File: config.mk
export PLATFORM = sky130hd
export DESIGN_NAME = pipe_stage_elastic
export DESIGN_NICKNAME = d
export VERILOG_FILES = /design/src/rtl/pipe_stage_elastic.sv
export SDC_FILE = /design/constraint.sdc
export NUM_CORES = 1
export LEC_CHECK = 0
export ABC_CLOCK_PERIOD_IN_PS = 3800
export CORE_ASPECT_RATIO = 1.75
export CORE_UTILIZATION = 35
export DETAILED_ROUTE_END_ITERATION = 10
export PLACE_DENSITY = 0.73
export REMOVE_ABC_BUFFERS = 1
export SLEW_MARGIN = 20
export SYNTH_ARGS = -nofsm -noshare
export SYNTH_HDL_FRONTEND = slang
export SYNTH_SLANG_ARGS = --single-unit
File: constraint.sdc
create_clock -name clk -period 3.8 [get_ports clk]
set_input_delay 0.57 -clock clk [delete_from_list [all_inputs] [get_ports clk]]
set_output_delay 0.57 -clock clk [all_outputs]
set_load 0.005 [all_outputs]
File: src/rtl/pipe_stage_elastic.sv
// DEPTH-stage elastic pipe register with valid/ready handshakes, bubble collapse and synchronous flush.
// Optional saturating downstream-stall counter on o_stall_cnt when PIPE_STAGE_STALL_CNT_EN is defined.
module pipe_stage_elastic #(
    parameter int DATA_W = 16,
    parameter int CTRL_W = 4,
    parameter int DEPTH  = 1
) (
    input  logic                         clk,
    input  logic                         rst,
    input  logic                         clear,
    input  logic                         i_valid,
    output logic                         o_ready,
    input  logic [CTRL_W-1:0]            i_ctrl,
    input  logic [DATA_W-1:0]            i_data,
    output logic                         o_valid,
    input  logic                         i_ready,
    output logic [CTRL_W-1:0]            o_ctrl,
    output logic [DATA_W-1:0]            o_data,
    output logic [$clog2(DEPTH+1)-1:0]   o_count
`ifdef PIPE_STAGE_STALL_CNT_EN
    ,
    output logic [15:0]                  o_stall_cnt
`endif
);

    localparam int CNT_W = $clog2(DEPTH + 1);

    if (DEPTH < 1 || DEPTH > 8) begin : g_bad_depth
        $error("pipe_stage_elastic: DEPTH must be in 1..8");
    end

    logic [DEPTH-1:0]             v_q, v_d;
    logic [DEPTH-1:0][CTRL_W-1:0] ctrl_q, ctrl_d;
    logic [DEPTH-1:0][DATA_W-1:0] data_q, data_d;
    logic [CNT_W-1:0]             count_q, count_d;
    logic [DEPTH-1:0]             rdy;

    // Source of stage k is entry k: index 0 is the upstream port, index k>0 is stage k-1.
    logic [DEPTH:0]               src_v;
    logic [DEPTH:0][CTRL_W-1:0]   src_ctrl;
    logic [DEPTH:0][DATA_W-1:0]   src_data;

    assign src_v    = {v_q, i_valid};
    assign src_ctrl = {ctrl_q, i_ctrl};
    assign src_data = {data_q, i_data};

    // A stage can take a new entry if it is empty or anything downstream of it will move.
    always_comb begin : ready_chain
        logic r;
        r   = i_ready;
        rdy = '0;
        for (int k = DEPTH - 1; k >= 0; k--) begin
            r      = ~v_q[k] | r;
            rdy[k] = r;
        end
    end

    assign o_ready = rdy[0] & ~clear;

    // NOTE: every output of this block gets a default first, so no path leaves a latch.
    always_comb begin
        v_d     = v_q;
        ctrl_d  = ctrl_q;
        data_d  = data_q;
        count_d = '0;
        if (clear) begin
            v_d    = '0;
            ctrl_d = '0;
        end else begin
            for (int k = 0; k < DEPTH; k++) begin
                if (rdy[k]) begin
                    v_d[k] = src_v[k];
                    if (src_v[k]) begin
                        ctrl_d[k] = src_ctrl[k];
                        data_d[k] = src_data[k];
                    end else begin
                        ctrl_d[k] = '0;
                    end
                end
            end
        end
        for (int k = 0; k < DEPTH; k++) begin
            count_d = count_d + CNT_W'(v_d[k]);
        end
    end

    // NOTE: the payload registers are reset too, because o_data must read zero out of reset;
    // flush deliberately leaves them alone.
    always_ff @(posedge clk or posedge rst) begin
        if (rst) begin
            v_q     <= '0;
            ctrl_q  <= '0;
            data_q  <= '0;
            count_q <= '0;
        end else begin
            // NOTE: non-blocking so every stage samples its neighbour's pre-edge value.
            v_q     <= v_d;
            ctrl_q  <= ctrl_d;
            data_q  <= data_d;
            count_q <= count_d;
        end
    end

    assign o_valid = v_q[DEPTH-1];
    assign o_ctrl  = ctrl_q[DEPTH-1];
    assign o_data  = data_q[DEPTH-1];
    assign o_count = count_q;

`ifdef PIPE_STAGE_STALL_CNT_EN
    logic [15:0] stall_q;

    always_ff @(posedge clk or posedge rst) begin
        if (rst) begin
            stall_q <= '0;
        end else if (o_valid && !i_ready && stall_q != 16'hFFFF) begin
            stall_q <= stall_q + 16'd1;
        end
    end

    assign o_stall_cnt = stall_q;
`endif

    // Downstream must see a stalled output held, and control bits never leak from an empty stage.
    a_hold_on_stall : assert property (@(posedge clk) disable iff (rst)
        (o_valid && !i_ready && !clear) |=> (o_valid && $stable(o_data) && $stable(o_ctrl)));

    a_ctrl_zero_empty : assert property (@(posedge clk) disable iff (rst)
        !o_valid |-> (o_ctrl == '0));

endmodule

==> flow_metrics.py, run 1 <==
metrics = {
    "outcome": {
        "status": "finished clean",
    },
    "place": {
        "io_buffers": 47,
        "finalWeightedCongestion": 0.7462,
        "postPlaceCellArea_sq_um": 1348,
        "dp_hpwl_microns": 1483,
        "dp.cells": 128,
    },
    "finish": {
        "fin_util": 0.5990,
        "multiInputGateArea_sq_um": 316.6,
        "diodes": 0,
        "drive_gt1_frac": 0.1963,
        "area.growth.synth_to_final_pct": 57.63,
        "fillers": 184,
        "final_cells": 132,
        "finalInstanceArea_sq_um": 1396,
        "seq_area_sq_um": 525.5,
        "layout.nets": 133,
    },
    "floorplanning": {
        "start_util": 0.3800,
        "die-area_sq_um": 2744,
        "fp.dieH_microns": 68.56,
        "fp.dieW_microns": 40.03,
        "io-pin-count": 48,
        "rows": 23,
        "core_sq_um": 2331,
    },
    "sta": {
        "worstMarginPinSlew_ns": 0.9748,
        "slew_viol_final": 0,
        "finalSetupTns_ns": 0,
        "rsz0062_at_grt": "false",
        "max_freq_ghz": 0.3887,
        "finClkSkew_ns": 0.002188,
        "setup_violations": 0,
        "hold_viol": 0,
        "period_minus_slack_ns": 2.572,
        "slew_headroom": 0.3494,
        "fin_crit_sh": 0.6770,
        "holdWs_ns": 0.5113,
    },
    "setup_path": {
        "path_class": "in2out",
        "r2r_start": "o_count$_DFFE_PP0P_",
        "cp-start-kind": "input pin",
        "cp-end-kind": "output pin",
        "setup.worst_path.start": "i_ready",
        "worstPathArrival_ns": 2.00,
        "critical_path_peak_fanout": 7,
        "worstPathRequired_ns": 3.23,
    },
    "cts": {
        "cts_setup_buffers": 0,
        "path_clk_slew_ns": 0.07,
        "cts-resized-gates": 0,
        "cts_hold_buf": 0,
        "htreeDepth": 1,
        "cts_tree": "yes",
        "clock-sinks": 21,
        "cts_buffers": 3,
        "cts_buffer_depth": 2,
        "cts_root_buffer": "clkbuf_8",
        "clk_latency_ns": 0.26,
    },
    "yosys": {
        "yosys_warnings": 0,
        "synth_top_cell_by_area": "dfrtp_1",
        "synth.distinct_cells": 14,
        "synth_seq_cells": 21,
        "synth_seq_area_share": 0.5932,
        "yosys.area.top_type_share": 0.5932,
        "synth_area_leaders": "dfrtp_1 (59%), mux2_4 (17%), mux2_2 (7.6%), a21oi_1 (2.3%), buf_12 (2.3%)",
        "syn_inst": 60,
        "avgSynthCellArea_sq_um": 14.76,
        "synth_area_sq_um": 885.9,
    },
    "detailed_routing": {
        "ant_nets": 0,
        "viasPerCell": 4.720,
        "drt-initial-drc-count": 21,
        "wl_met2_microns": 1147,
        "met1_length_microns": 714,
        "first_pass_iters": 2,
        "wl_met3_microns": 77,
        "top_layer_used": "met4",
        "vias": 623,
        "wirelength_microns": 1953,
        "post-route-drc-count": 0,
        "wire_per_inst_microns": 14.80,
    },
    "grt": {
        "grt_pass1_vias": 653,
        "track_usage": 0.1542,
        "antenna_found_initial": 0,
        "grt_pass1_wl_microns": 2870,
        "grt_max_degree": 22,
        "overflow": 0,
    },
    "job": {
        "drv_cap": 0,
    },
    "worst_hold_path": {
        "worstHoldStart": "o_data[11]$_DFFE_PP0P_",
        "hold_class": "reg2reg",
    },
    "power": {
        "irDropWorstVdd_uv": 354.6,
        "powerDensity_nw_per_um2": 410.0,
        "p_leak_nw": 0.5888,
    },
}
-- final timing paths --
check                                    endpoint  slack (ns)  cells after the start
setup / recovery                          o_ready        1.23                      4
hold / removal             o_data[11]$_DFFE_PP0P_        0.51                      1
setup reg to reg           o_data[12]$_DFFE_PP0P_        1.81                      3
hold reg to reg            o_data[11]$_DFFE_PP0P_        0.51                      1
max in group asynchronous   o_data[2]$_DFFE_PP0P_        2.58                      2
min in group asynchronous  o_data[12]$_DFFE_PP0P_        0.74                      2
-- per-layer routing --
metal  global-route usage  vias to the layer above
li1                     -                      296
met1               0.1723                      306
met2               0.2702                       19
met3              0.02885                        2
met4              0.06466                        0
met5                    0                        -
-- per-stage QoR --
| step | power (mW) | setup slack [ns] |
|---|---|---|
| after floorplan | 0.3298 | 1.945 |
| after global placement | 0.4292 | 1.254 |
| after detailed placement | 0.4328 | 1.202 |
| after CTS | 0.5788 | 1.235 |
| after global routing | 0.6004 | 1.114 |
| final | 0.5725 | 1.228 |
-- cell families (layout without fill, tap and decap cells) --
group	count (synthesis)	after routing	share of synthesized area
AO/OA/AOI/OAI	4	4	0.02260
buffers and inverters	5	52	0.04942
flip-flops	21	21	0.5932
multiplexers	16	16	0.2458
AND/OR/NAND/NOR	14	14	0.08899
-- final cells by class --
type | instances | share of cell area
Clock buffer | 3 | 0.02957
Clock inverter | 1 | 0.005376
Inverter | 1 | 0.002688
Multi-Input combinational cell | 34 | 0.2267
Sequential cell | 21 | 0.3763
Tap cell | 25 | 0.02240
Timing Repair Buffer | 47 | 0.3369
-- synthesized netlist by cell type --
| library cell | n |
|---|---|
| or2b_1 | 1 |
| a21oi_1 | 4 |
| dfrtp_1 | 21 |
| mux2_4 | 10 |
| nor2b_1 | 1 |
| buf_4 | 2 |
| nor2_1 | 3 |
| nor3b_4 | 1 |
| nand3_1 | 4 |
| buf_2 | 1 |
| inv_1 | 1 |
| mux2_2 | 6 |
| buf_12 | 1 |
| nand2_1 | 4 |
-- state kept, by name, indices dropped and copies added, names as in the netlist --
signal   count
o_data      16
o_ctrl       4
o_count      1
-- placed cells by master (no fill, tap or decap) --
cell             netlist  final
a21oi_1                4      4
nand3_1                4      4
nor2_1                 3      3
nor2b_1                1      1
inv_1                  1      1
nand2_1                4      4
mux2_2                 6      6
nor3b_4                1      1
mux2_4                10     10
clkinvlp_4             0      1
clkbuf_8               0      3
dfrtp_1               21     21
or2b_1                 1      1
clkdlybuf4s50_1        0     47
-- report_power, final --
| group | internal [mW] | switching [mW] | total (mW) |
|---|---|---|---|
| combinational | 0.113 | 0.0431 | 0.156 |
| sequential | 0.255 | 0.0162 | 0.271 |
| clock | 0.0739 | 0.0712 | 0.145 |
-- worst max-delay path, cell delays in order --
cell,delay (ns)
clkdlybuf4s50_1,0.43
nor2b_1,0.46
nor2_1,0.08
clkdlybuf4s50_1,0.46
(Power assumes the default switching activity.)
==> inputs of run 2 (changes only) <==
ABC_CLOCK_PERIOD_IN_PS = 2200   (was 3800)
CORE_UTILIZATION = 34   (was 35)
PLACE_DENSITY = 0.74   (was 0.73)
clock period = 2.2 ns   (was 3.8 ns; I/O delays follow)
==> run 2 against run 1 <==
- worst hold slack lost 0.12 ns
- final cell count rose by 3.8%
- clock skew down 0.00059 ns
- register-to-register slack worse by 1.2 ns
- core utilization down 2.7 points
- power rose by 73%
- via count grew 2.4%
- setup slack got worse by 0.96 ns
- non-clock buffer count up 4
- sequential power up 74%
- first-iteration DRC count down 81%
==> flow_metrics.py, run 2 (synthesis results as in run 1) <==
metrics = {
    "outcome": {
        "status": "finished clean",
    },
    "worst_hold_path": {
        "hold_class": "in2async",
    },
    "power": {
        "p_leak_nw": 0.6130,
        "irDropWorstVdd_uv": 441.7,
        "powerDensity_nw_per_um2": 696.7,
        "power.total_mw": 0.9928,
    },
    "grt": {
        "antenna_found_initial": 0,
        "grt_pass1_vias": 717,
        "grt_max_degree": 22,
        "overflow": 0,
        "grt_pass1_wl_microns": 3236,
        "track_usage": 0.1691,
    },
    "sta": {
        "worstMarginPinSlew_ns": 0.2832,
        "finClkSkew_ns": 0.001597,
        "finalSetupTns_ns": 0,
        "slew_headroom": 0.8106,
        "setup_violations": 0,
        "rsz0062_at_grt": "false",
        "hold_viol": 0,
        "period_minus_slack_ns": 1.931,
        "fin_crit_sh": 0.8777,
        "max_freq_ghz": 0.5179,
        "slew_viol_final": 0,
    },
    "floorplanning": {
        "core_sq_um": 2492,
        "die-area_sq_um": 2822,
        "start_util": 0.3554,
        "rows": 24,
        "io-pin-count": 48,
        "fp.dieW_microns": 40.59,
        "fp.dieH_microns": 69.53,
    },
    "detailed_routing": {
        "wire_per_inst_microns": 13.93,
        "drt-initial-drc-count": 4,
        "post-route-drc-count": 0,
        "viasPerCell": 4.657,
        "first_pass_iters": 2,
        "vias": 638,
        "ant_nets": 0,
        "wirelength_microns": 1909,
    },
    "finish": {
        "fin_util": 0.5718,
        "layout_common_cells": "clkdlybuf4s50_1 (47), dfrtp_1 (21), mux2_4 (10), mux2_2 (6)",
        "largest_reg_flops": 16,
        "layout.nets": 137,
        "final_cells": 137,
        "final_common_cell": "clkdlybuf4s50_1",
        "diodes": 0,
        "drive_gt1_frac": 0.2252,
        "area.growth.synth_to_final_pct": 60.88,
    },
    "setup_path": {
        "critical_path.most_common_cell": "clkdlybuf4s50_1",
        "cp-end-kind": "output pin",
        "critical_path_peak_fanout": 7,
        "crit_buf_inv": 3,
        "crit_chain": "clkdlybuf4s50_1 > nor2b_1 > buf_4 > nor2_1 > clkdlybuf4s50_1",
        "worstPathRequired_ns": 1.87,
        "path_class": "in2out",
        "worstPathArrival_ns": 1.60,
        "max_stage_delay_ns": 0.50,
        "critPathTopFamily": "buffers and inverters",
        "cp_slowest_cell": "clkdlybuf4s50_1",
        "cp-start-kind": "input pin",
    },
    "cts": {
        "cts_hold_buf": 0,
        "cts_setup_buffers": 0,
        "cts_buffers": 3,
        "clock-sinks": 21,
        "path_clk_slew_ns": 0.07,
        "htreeDepth": 1,
        "cts_tree": "yes",
        "cts_root_buffer": "clkbuf_8",
        "cts_buffer_depth": 2,
        "cts-resized-gates": 0,
        "clk_latency_ns": 0.26,
    },
    "place": {
        "finalWeightedCongestion": 0.6574,
        "dp_hpwl_microns": 1512,
        "io_buffers": 47,
        "dp.cells": 133,
    },
    "job": {
        "drv_cap": 0,
    },
}
run 2: worst register-to-register path, delay by kind of cell (launching register included):
kind | cells | cell delay, ns
flip-flops | 1 | 0.40
buffers and inverters | 2 | 0.41
AND/OR/NAND/NOR | 2 | 0.33
multiplexers | 1 | 0.36
run 2: path summary, 6_finish.rpt:
check	slack [ns]	endpoint	start	depth (start not counted)
worst max-delay path	0.27	o_ready	i_ready	5
worst min-delay path	0.40	o_data[11]$_DFFE_PP0P_	rst	3
worst max register to register	0.60	o_data[11]$_DFFE_PP0P_	o_count$_DFFE_PP0P_	5
worst min register to register	0.51	o_data[10]$_DFFE_PP0P_	o_data[10]$_DFFE_PP0P_	1
max in group asynchronous	1.59	o_data[1]$_DFFE_PP0P_	rst	3
min in group clk	0.51	o_data[10]$_DFFE_PP0P_	o_data[10]$_DFFE_PP0P_	1
run 2: power breakdown:
part / total (mW) / switching [mW] / internal [mW]
Clock: 0.250 / 0.124 / 0.126
Combinational: 0.271 / 0.0711 / 0.200
Sequential: 0.472 / 0.0310 / 0.441
run 2: routing by layer:
metal / GRT usage / vias up / wire length (microns)
met4: 0.08889 / 0 / 40
li1: - / 302 / -
met3: 0.05449 / 4 / 130
met2: 0.2540 / 27 / 1003
met5: 0 / - / 0
met1: 0.2039 / 305 / 734
run 2: layout make-up:
| class | instances | area [sq um] |
|---|---|---|
| Clock buffer | 3 | 41.29 |
| Clock inverter | 1 | 5.005 |
| Fill cell | 215 | 1067 |
| Inverter | 1 | 3.754 |
| Multi-Input combinational cell | 34 | 316.6 |
| Sequential cell | 21 | 525.5 |
| Tap cell | 26 | 32.53 |
| Timing Repair Buffer | 51 | 500.5 |
run 2: stage by stage:
step                instance area (sq um)  hold slack [ns]  setup slack (ns)
floorplan                           845.8           0.3065            0.3969
global placement                     1379           0.4916            0.2800
detailed placement                   1379           0.4962            0.2602
CTS                                  1425           0.4033            0.2598
global route                         1425           0.4348            0.2245
finish                               1425           0.3962            0.2690
==> inputs of run 3 (changes only) <==
TNS_END_PERCENT = 5   (was default)
==> results of run 3 <==
Same layout as run 2: the final DEF is identical, and so are final timing and power.
